### src/rtl/dp_out_collector_pkg.sv
// dp_out_pkg: shared FSM state type and group-select constants for dp_out_collector.
package dp_out_pkg;
    typedef enum logic [1:0] {IDLE, COLLECT, DRAIN} odc_state_t;
    localparam int NGROUPS = 4;
    localparam int SEL_W = 2;
endpackage

### src/rtl/dp_out_collector_fifo.sv
// dp_out_fifo: synchronous FIFO with async active-low reset; head word reads as zero when empty.
module dp_out_fifo #(
    parameter int W = 128,
    parameter int DEPTH = 4
) (
    input  logic                     clk,
    input  logic                     rst_n,
    input  logic                     push,
    input  logic                     pop,
    input  logic [W-1:0]             wdata,
    output logic [W-1:0]             rdata,
    output logic                     full,
    output logic                     empty,
    output logic [$clog2(DEPTH):0]   count
);
    localparam int AW = $clog2(DEPTH);
    localparam int CW = AW + 1;
    logic [W-1:0] mem_q [DEPTH];
    logic [AW-1:0] wptr_q, rptr_q;
    logic [CW-1:0] count_q;
    logic wr, rd;
    assign full  = count_q == CW'(DEPTH);
    assign empty = count_q == '0;
    assign count = count_q;
    assign wr    = push && !full;
    assign rd    = pop && !empty;
    assign rdata = empty ? '0 : mem_q[rptr_q];
    always_ff @(posedge clk or negedge rst_n) begin
        if (!rst_n) begin
            wptr_q  <= '0;
            rptr_q  <= '0;
            count_q <= '0;
        end else begin
            wptr_q  <= wr ? wptr_q + AW'(1) : wptr_q;
            rptr_q  <= rd ? rptr_q + AW'(1) : rptr_q;
            count_q <= count_q + CW'(wr) - CW'(rd);
        end
    end
    always_ff @(posedge clk) begin
        if (wr) mem_q[wptr_q] <= wdata;
    end
endmodule

### src/rtl/dp_out_collector.sv
// dp_out_collector: steps the data-path output mux through 4 groups, queues each word, streams it out.
// Optional DP_OUT_COLLECTOR_PARITY_EN adds per-byte even parity stored alongside each word.
module dp_out_collector
    import dp_out_pkg::*;
#(
    parameter int BW = 128,
    parameter int Pa = 8,
    parameter int FIFO_DEPTH = 4
) (
    input  logic             clk,
    input  logic             rst_n,
    input  logic             start,
    input  logic [BW-1:0]    dp_data,
    output logic [SEL_W-1:0] sel_mux_out,
    output logic             wb,
    output logic             busy,
    output logic             done,
    output logic             start_err,
    output logic             out_valid,
    input  logic             out_ready,
    output logic [BW-1:0]    out_data
`ifdef DP_OUT_COLLECTOR_PARITY_EN
    ,
    input  logic             par_inject,
    output logic [BW/8-1:0]  out_parity
`endif
);
    localparam int CW = $clog2(FIFO_DEPTH) + 1;
`ifdef DP_OUT_COLLECTOR_PARITY_EN
    localparam int FW = BW + BW / 8;
`else
    localparam int FW = BW;
`endif
    odc_state_t state_q, state_d;
    logic [SEL_W-1:0] grp_q, grp_d;
    logic done_q, done_d;
    logic push, pop, full, empty, accept;
    logic [CW-1:0] fifo_count;
    logic [BW-1:0] word;
    logic [FW-1:0] wdata, rdata;
    // Activations pass through untouched, lane p at bits [p*Pa +: Pa].
    always_comb begin
        word = '0;
        for (int p = 0; p < BW / Pa; p++) word[p*Pa +: Pa] = dp_data[p*Pa +: Pa];
    end
`ifdef DP_OUT_COLLECTOR_PARITY_EN
    logic [BW/8-1:0] par;
    always_comb begin
        par = '0;
        for (int b = 0; b < BW / 8; b++) par[b] = ^word[b*8 +: 8];
        par[0] = par[0] ^ par_inject;
    end
    assign wdata      = {par, word};
    assign out_parity = rdata[FW-1:BW];
    assign out_data   = rdata[BW-1:0];
`else
    assign wdata    = word;
    assign out_data = rdata;
`endif
    assign accept      = start && state_q == IDLE && !done_q;
    assign push        = state_q == COLLECT && !full;
    assign pop         = out_valid && out_ready;
    assign out_valid   = !empty;
    assign sel_mux_out = grp_q;
    assign wb          = push;
    assign busy        = state_q != IDLE;
    assign done        = done_q;
    assign start_err   = start && (busy || done_q);
    always_comb begin
        state_d = state_q;
        grp_d   = grp_q;
        done_d  = 1'b0;
        case (state_q)
            IDLE: begin
                state_d = accept ? COLLECT : IDLE;
                grp_d   = '0;
            end
            COLLECT: begin
                grp_d   = push ? grp_q + SEL_W'(1) : grp_q;
                state_d = (push && grp_q == SEL_W'(NGROUPS - 1)) ? DRAIN : COLLECT;
            end
            DRAIN: begin
                state_d = fifo_count == '0 ? IDLE : DRAIN;
                done_d  = fifo_count == '0;
            end
            default: state_d = IDLE;
        endcase
    end
    always_ff @(posedge clk or negedge rst_n) begin
        if (!rst_n) begin
            state_q <= IDLE;
            grp_q   <= '0;
            done_q  <= 1'b0;
        end else begin
            state_q <= state_d;
            grp_q   <= grp_d;
            done_q  <= done_d;
        end
    end
    dp_out_fifo #(.W(FW), .DEPTH(FIFO_DEPTH)) u_fifo (
        .clk   (clk),
        .rst_n (rst_n),
        .push  (push),
        .pop   (pop),
        .wdata (wdata),
        .rdata (rdata),
        .full  (full),
        .empty (empty),
        .count (fifo_count)
    );
endmodule
### config.mk
export PLATFORM = sky130hd
export DESIGN_NAME = dp_out_collector
export DESIGN_NICKNAME = d
export VERILOG_FILES = /design/src/rtl/dp_out_collector_pkg.sv /design/src/rtl/dp_out_collector_fifo.sv /design/src/rtl/dp_out_collector.sv
export SDC_FILE = /design/constraint.sdc
export NUM_CORES = 1
export LEC_CHECK = 0
export CAP_MARGIN = 10
export CORE_MARGIN = 2
export CORE_UTILIZATION = 55
export CTS_BUF_LIST = sky130_fd_sc_hd__clkbuf_16
export CTS_CLUSTER_SIZE = 24
export DETAILED_ROUTE_END_ITERATION = 6
export GPL_TIMING_DRIVEN = 0
export PLACE_DENSITY = 0.79
export SLEW_MARGIN = 25
export SYNTH_ARGS = -nofsm -noshare
export SYNTH_HDL_FRONTEND = slang
export SYNTH_SLANG_ARGS = --single-unit
### constraint.sdc
create_clock -name clk -period 5.1 [get_ports clk]
set_input_delay 1.275 -clock clk [delete_from_list [all_inputs] [get_ports clk]]
set_output_delay 1.275 -clock clk [all_outputs]
set_load 0.1 [all_outputs]
# Word-level counts from Yosys, hierarchy flattened
# Memories as Yosys holds them, arrays and structs flattened.
# Index checks and enable logic that the tools add are counted.
[totals] reg_bits=12 mem_bits_rw=512 input_bits=132 output_inout_bits=135 elab_cells=44 mem_count=1
[op_classes] addsub=5 n_eq_ne=5 mux=10 reduce_logical=17
[memory_table] memory="u_fifo.mem_q" words=4 width=128 read_ports=1 rd_clocked_by_memory_dff=0 write_ports=1 line="dp_out_collector_fifo.sv:18" rtl="logic [W-1:0] mem_q [DEPTH];"
[op_table] cell="two-way mux 128 bit" count=1
[op_table] cell="logical AND 1 bit" count=8
[op_table] cell="adder 2 x 1 -> 2 bit, second input constant" count=3
[op_table] cell="two-way mux 2 bit" count=3
[op_table] cell="one-hot mux 2 bit (3 select lines)" count=1
[op_table] cell="equality test 2 bit, second input constant" count=2
[op_table] cell="two-way mux 1 bit" count=4
[op_table] cell="one-hot mux 2 bit (2 select lines)" count=1
[op_table] cell="nonzero test 2 bit" count=2
[op_table] cell="adder 3 x 1 -> 3 bit" count=1
[op_table] cell="equality test 3 bit, second input constant" count=1
[op_table] cell="logical NOT 1 bit" count=3
[op_table] cell="logical NOT 3 bit" count=1
[op_table] cell="subtractor 3 x 1 -> 3 bit" count=1
[op_table] cell="equality test 2 x 1 -> 1 bit, second input constant" count=1
[op_table] cell="logical NOT 2 bit" count=1
[op_table] cell="inequality test 2 bit, second input constant" count=1
[op_table] cell="AND reduction 2 bit" count=1
[op_table] cell="logical OR 1 bit" count=1

# Depth between registers and ports, before layout
# Gate-level depths: netlist of run 1.
[logic_depth] word_depth=6 ltp_mapped=9 depth_no_buf=8

# By module
# From an unflattened synthesis of run 1, not the netlist that was laid out.
[unflattened] hier_cells=872 area_unflattened_um2=19994.2
[modules_own_cells] module="dp_out_fifo" instances=1 cells_each=847 area_each_um2=19732.7 seq_area_each_um2=15549.9
[modules_own_cells] module="dp_out_collector" instances=1 cells_each=25 area_each_um2=261.5 seq_area_each_um2=125.1

# Least setup slack after synthesis of run 1
# No wires, ideal clock.
[synth_path] path_kind="register to register" start="register state_q[1]" end="memory u_fifo.mem_q[2][0], enable pin" setup_time_ns=0.502 t_arrival_ns=4.661 required_time_ns=4.598 setup_slack_ns=-0.064 stages_incl_launch_ff=4 path_buffers=0 synth_period_minus_slack_ns=5.164 path_cell_list="dfrtp_1 > nand2b_1 > a21oi_2 > and2_1"
[synth_between] elab_chain_len=5
[synth_rtl] element="start, declared" line="dp_out_collector.sv:34" rtl="odc_state_t state_q, state_d;"
[synth_rtl] element="start signal, assigned" line="dp_out_collector.sv:95" rtl="state_q <= state_d;"
[synth_rtl] element="equality test 2 x 1 -> 1 bit" line="dp_out_collector.sv:61" rtl="assign push = state_q == COLLECT && !full;"
[synth_rtl] element="logical AND 1 bit" line="dp_out_collector.sv:61"
[synth_rtl] element="via wb" line="dp_out_collector.sv:15" rtl="output logic wb,"
[synth_rtl] element="logical AND 1 bit" line="dp_out_collector_fifo.sv:25" rtl="assign wr = push && !full;"
[synth_rtl] element="two-way mux 1 bit" line="dp_out_collector_fifo.sv:40" rtl="if (wr) mem_q[wptr_q] <= wdata;"
[synth_rtl] element="two-way mux 1 bit (implied by the code)" line="dp_out_collector_fifo.sv:40"
[synth_rtl] element="end, declared" line="dp_out_collector_fifo.sv:18"
# The timed path passes the listed nets, and every way through them passes these cells.

# Final worst setup path of run 1
[layout_path] start="register u_fifo.count_q[2] (netlist: u_fifo.count[2])" end="output port out_data[37]"
[layout_between] elab_chain_len=2
[layout_rtl] element="start, declared" line="dp_out_collector_fifo.sv:20" rtl="logic [CW-1:0] count_q;"
[layout_rtl] element="start signal, assigned" line="dp_out_collector_fifo.sv:36" rtl="count_q <= count_q + CW'(wr) - CW'(rd);"
[layout_rtl] element="logical NOT 3 bit" line="dp_out_collector_fifo.sv:23" rtl="assign empty = count_q == '0;"
[layout_rtl] element="two-way mux 128 bit" line="dp_out_collector_fifo.sv:27" rtl="assign rdata = empty ? '0 : mem_q[rptr_q];"
[layout_rtl] element="end, declared" line="dp_out_collector.sv:21" rtl="output logic [BW-1:0] out_data"
# No other way between the ends.

==> flow_summary_export.csv, run 1 <==
group,metric,value,unit
timing,max_slew.worst_pin.slew,1070,ps
worst_setup_path,crit_path_cell_trace,"or3_1, clkbuf_1, buf_2, clkbuf_1, and2_1, clkdlybuf4s50_1",
layout,antennaDiodeCount,0,
layout,final_nets,1342,
layout,syn2layout_area_growth,26.5,%
min_path,class_of_the_most_critical_hold_timing_path,"reg2reg",
placement,place.detailed.instances,1610,
global_routing,grt_pass1_vias,10200,
run_status,outcome,"finished clean",
timing,totalNegativeSetupSlack,0,ps
global_routing,antenna_found_initial,1,
min_path,worstHoldStart,"state_q[1]$_DFF_PN0_",
timing,rsz_0062_raised_after_global_routing,"false",
die,rows,69,
route,drt_pass1_iterations,4,
route,routed_vias,9670,
synth,synth.lib_cells_used.distinct,28,
route,ant_nets,0,
min_path,timing.hold.worst_path_depth,1,
timing,timing.final.setup_violations,0,
timing,maxSlewViolCount,0,
timing,fin_worst_skew,12.3,ps
timing,final_hold_viol_count,0,
synth,synthesis.yosys.warnings,0,
worst_setup_path,crit_path_kind,"reg2out",
synth,synth_fp_nets,1011,
placement,port-buffer-count,266,
route,drc,0,
die,fp.dieH,195,um
worst_setup_path,critPathArrivalTime,3680,ps
global_routing,grtUsageTotal,21.6,%
min_path,min_delay_worst_endpoint,"state_q[0]$_DFF_PN0_",
timing,min_period_over_period,97.1,%
synth,synth_area,0.0200,sq mm
layout,final-seq-area,0.0157,sq mm
layout,multi_input_comb_area,0.00402,sq mm
timing,maxClockFrequency,202,MHz
worst_setup_path,crit_path_start,"u_fifo.count[2]$_DFF_PN0_",
route,route.detailed.wl_per_inst,23.7,um
layout,layout-drive-gt1-share,19.3,%
placement,place.detailed.hpwl,25100,um
cts,cts.sink_count,524,
cts,clockBufferDepth,3,
route,dr.max_layer_used,"met5",
worst_setup_path,timing.rr.start,"state_q[1]$_DFF_PN0_",
worst_setup_path,r2r.worst_path.cells,6,
cts,clock_insertion_delay_worst_skew,580,ps
worst_setup_path,critical_path.n_buffers_inverters,4,
synth,synth.ff_latch_count,524,
worst_setup_path,reg2reg_slack,2320,ps
layout,final_instance_count_excl_fillers,1704,
route,routedLengthMet1,16500,um
cts,cts_made_buffers,51,
route,drt_iter0_drc,506,
cts,ctsHoldBuffers,0,
timing,finalWorstPathRequiredPeriod,4950,ps
layout,fillers,2104,
cts,cts_tree,"yes",
worst_setup_path,critPathRequiredTime,3830,ps
cts,count_of_buffers_added_by_post_cts_timing_repair_for_setup,0,
run,maxCapViolations,0,
synth,post_synthesis_sequential_area_ratio,78.5,%
timing,holdWs,511,ps
worst_setup_path,cp_slowest_stage_delay,1130,ps
route,wl_met3,2760,um
worst_setup_path,critPathSlowestCell,"sky130_fd_sc_hd__clkdlybuf4s50_1",
route,met2WireLength,20200,um
route,via_per_inst,5.67,
die,num_io_pins,267,
die,core-area,0.0357,sq mm
cts,clkTransAtPathRegs,60,ps
global_routing,grt_start_max_net_pins,44,
worst_setup_path,worst_reg2reg_path_endpoint,"u_fifo.mem_q[1][51]$_DFFE_PP_",
route,postRouteWirelength,40400,um
die,floorplan.initialDensity,56.0,%
synth,post_synth.cell_area_avg,22.9,sq um
worst_setup_path,crit_fanout,10,
worst_setup_path,setup.worst_path.start_class,"flop",
cts,cts_resized,9,
global_routing,globalRouteOverflowTotal,0,
cts,cts-root-buf,"sky130_fd_sc_hd__clkbuf_16",
worst_setup_path,crit_top_cell,"sky130_fd_sc_hd__clkbuf_1",
worst_setup_path,setup.worst_path.end_class,"output port",
synth,synthesis.instances,871,
cts,cts-htree-levels,2,
global_routing,first_pass_grt_wire_length,60900,um
timing,max-slew-margin-rel,28.2,%
die,die_area,0.0378,sq mm
die,die-width,195,um
placement,gpl.final_weighted_congestion,0.713,
worst_setup_path,critPathTopFamily,"buffers and inverters",
## worst register-to-register path: stages (launching register included)
cell and delay, ps:
sky130_fd_sc_hd__dfrtp_1 410, sky130_fd_sc_hd__nand2b_1 160, sky130_fd_sc_hd__a21oi_2 480, sky130_fd_sc_hd__and2_4 530, sky130_fd_sc_hd__buf_16 290, sky130_fd_sc_hd__buf_16 280, sky130_fd_sc_hd__buf_12 280
## cell usage in the layout, fill, tap and decap left out, types with 2 or more instances in the layout
cell type	synthesis	final
sky130_fd_sc_hd__clkbuf_1	20	20
sky130_fd_sc_hd__buf_16	0	6
sky130_fd_sc_hd__nor2b_1	3	3
sky130_fd_sc_hd__dlygate4sd2_1	0	9
sky130_fd_sc_hd__edfxtp_1	512	512
sky130_fd_sc_hd__and2_1	133	129
sky130_fd_sc_hd__and2_4	0	4
sky130_fd_sc_hd__bufinv_16	0	7
sky130_fd_sc_hd__nand2_1	4	4
sky130_fd_sc_hd__buf_12	0	6
sky130_fd_sc_hd__buf_1	5	5
sky130_fd_sc_hd__mux4_2	128	128
sky130_fd_sc_hd__buf_6	11	11
sky130_fd_sc_hd__clkdlybuf4s50_1	0	214
sky130_fd_sc_hd__clkbuf_16	0	51
sky130_fd_sc_hd__clkinv_2	0	12
sky130_fd_sc_hd__ha_1	7	7
sky130_fd_sc_hd__inv_1	8	16
sky130_fd_sc_hd__clkinvlp_4	0	2
sky130_fd_sc_hd__dfrtp_1	12	12
sky130_fd_sc_hd__clkinv_1	0	12
sky130_fd_sc_hd__buf_2	8	8
sky130_fd_sc_hd__dlymetal6s2s_1	0	43
sky130_fd_sc_hd__mux2i_1	2	2
sky130_fd_sc_hd__xnor2_1	4	4
## state kept, by name, indices dropped and copies added, names as in the netlist
signal         flops
u_fifo.mem_q     512
u_fifo.count       3
sel_mux_out        2
state_q            2
u_fifo.rptr_q      2
u_fifo.wptr_q      2
done               1
## final cells by class
type	instances	area share [%]
Sequential cell	524	62.1
Multi-Input combinational cell	295	15.9
Timing Repair Buffer	278	12.1
Clock buffer	51	5.05
Tap cell	461	2.28
Clock inverter	43	1.50
Buffer	44	1.02
Inverter	8	0.119
## per-stage QoR
stage	worst slack (ps)	utilization, %	instance area [sq um]
final	146	70.8	25300
after global routing	8.46	70.8	25300
after CTS	0.795	70.5	25100
after detailed placement	646	65.9	23500
after global placement	659	65.1	23200
after floorplan	1280	-	20000
## logic make-up (layout without fill, tap and decap cells)
kind of cell / count (synthesis) / count (layout) / synth area share (%)
AOI/OAI and AO/OA: 5 / 5 / 0.194
xor gates and xnor gates: 5 / 5 / 0.219
adders and majority gates: 8 / 8 / 0.539
buffers and inverters: 52 / 424 / 1.44
DFF: 524 / 524 / 78.5
muxes: 131 / 131 / 14.6
and+or+nand+nor: 146 / 146 / 4.51
## per-layer routing
metal / track usage (%) / vias to the layer above
li1: - / 4233
met1: 29.0 / 5065
met2: 35.2 / 317
met3: 5.55 / 53
met4: 6.64 / 2
met5: 0 / -
## worst max path at each step
stage | end | cells past startpoint | slack [ps]
floorplan | out_data[109] | 4 | 1280
global placement | out_data[33] | 6 | 660
detailed placement | out_data[33] | 6 | 650
CTS | out_data[61] | 6 | 0.8
global route | out_data[37] | 6 | 8
finish | out_data[37] | 6 | 150
## cells in the mapped netlist (all sizes together)
master | number | share of area [%]
a21oi | 2 | 0.069
mux2i | 2 | 0.10
mux2 | 1 | 0.056
or2 | 1 | 0.031
nand2 | 4 | 0.075
mux4 | 128 | 14
nand2b | 1 | 0.031
edfxtp | 512 | 77
inv | 8 | 0.15
xnor2 | 4 | 0.18
fa | 1 | 0.10
clkbuf | 20 | 0.38
xor2 | 1 | 0.044
o221ai | 1 | 0.044
nand3 | 1 | 0.025
dfrtp | 12 | 1.5
ha | 7 | 0.44
nand3b | 1 | 0.038
o21a | 1 | 0.038
or3 | 1 | 0.031
nor2 | 1 | 0.019
nor2b | 3 | 0.094
and2 | 133 | 4.2
buf | 24 | 0.91
a311oi | 1 | 0.044
Power of run 1 is left out: the tool's default activity adds up to more than one toggle a clock period on the data nets, which glitch-free logic cannot reach.
==> run 2, diff against run 1 <==
GPL_ROUTABILITY_DRIVEN = 0   (was unset)
==> results of run 2 <==
No change in the layout: final DEF, timing and power equal those of run 1.
Power of run 2 is left out for the same reason.
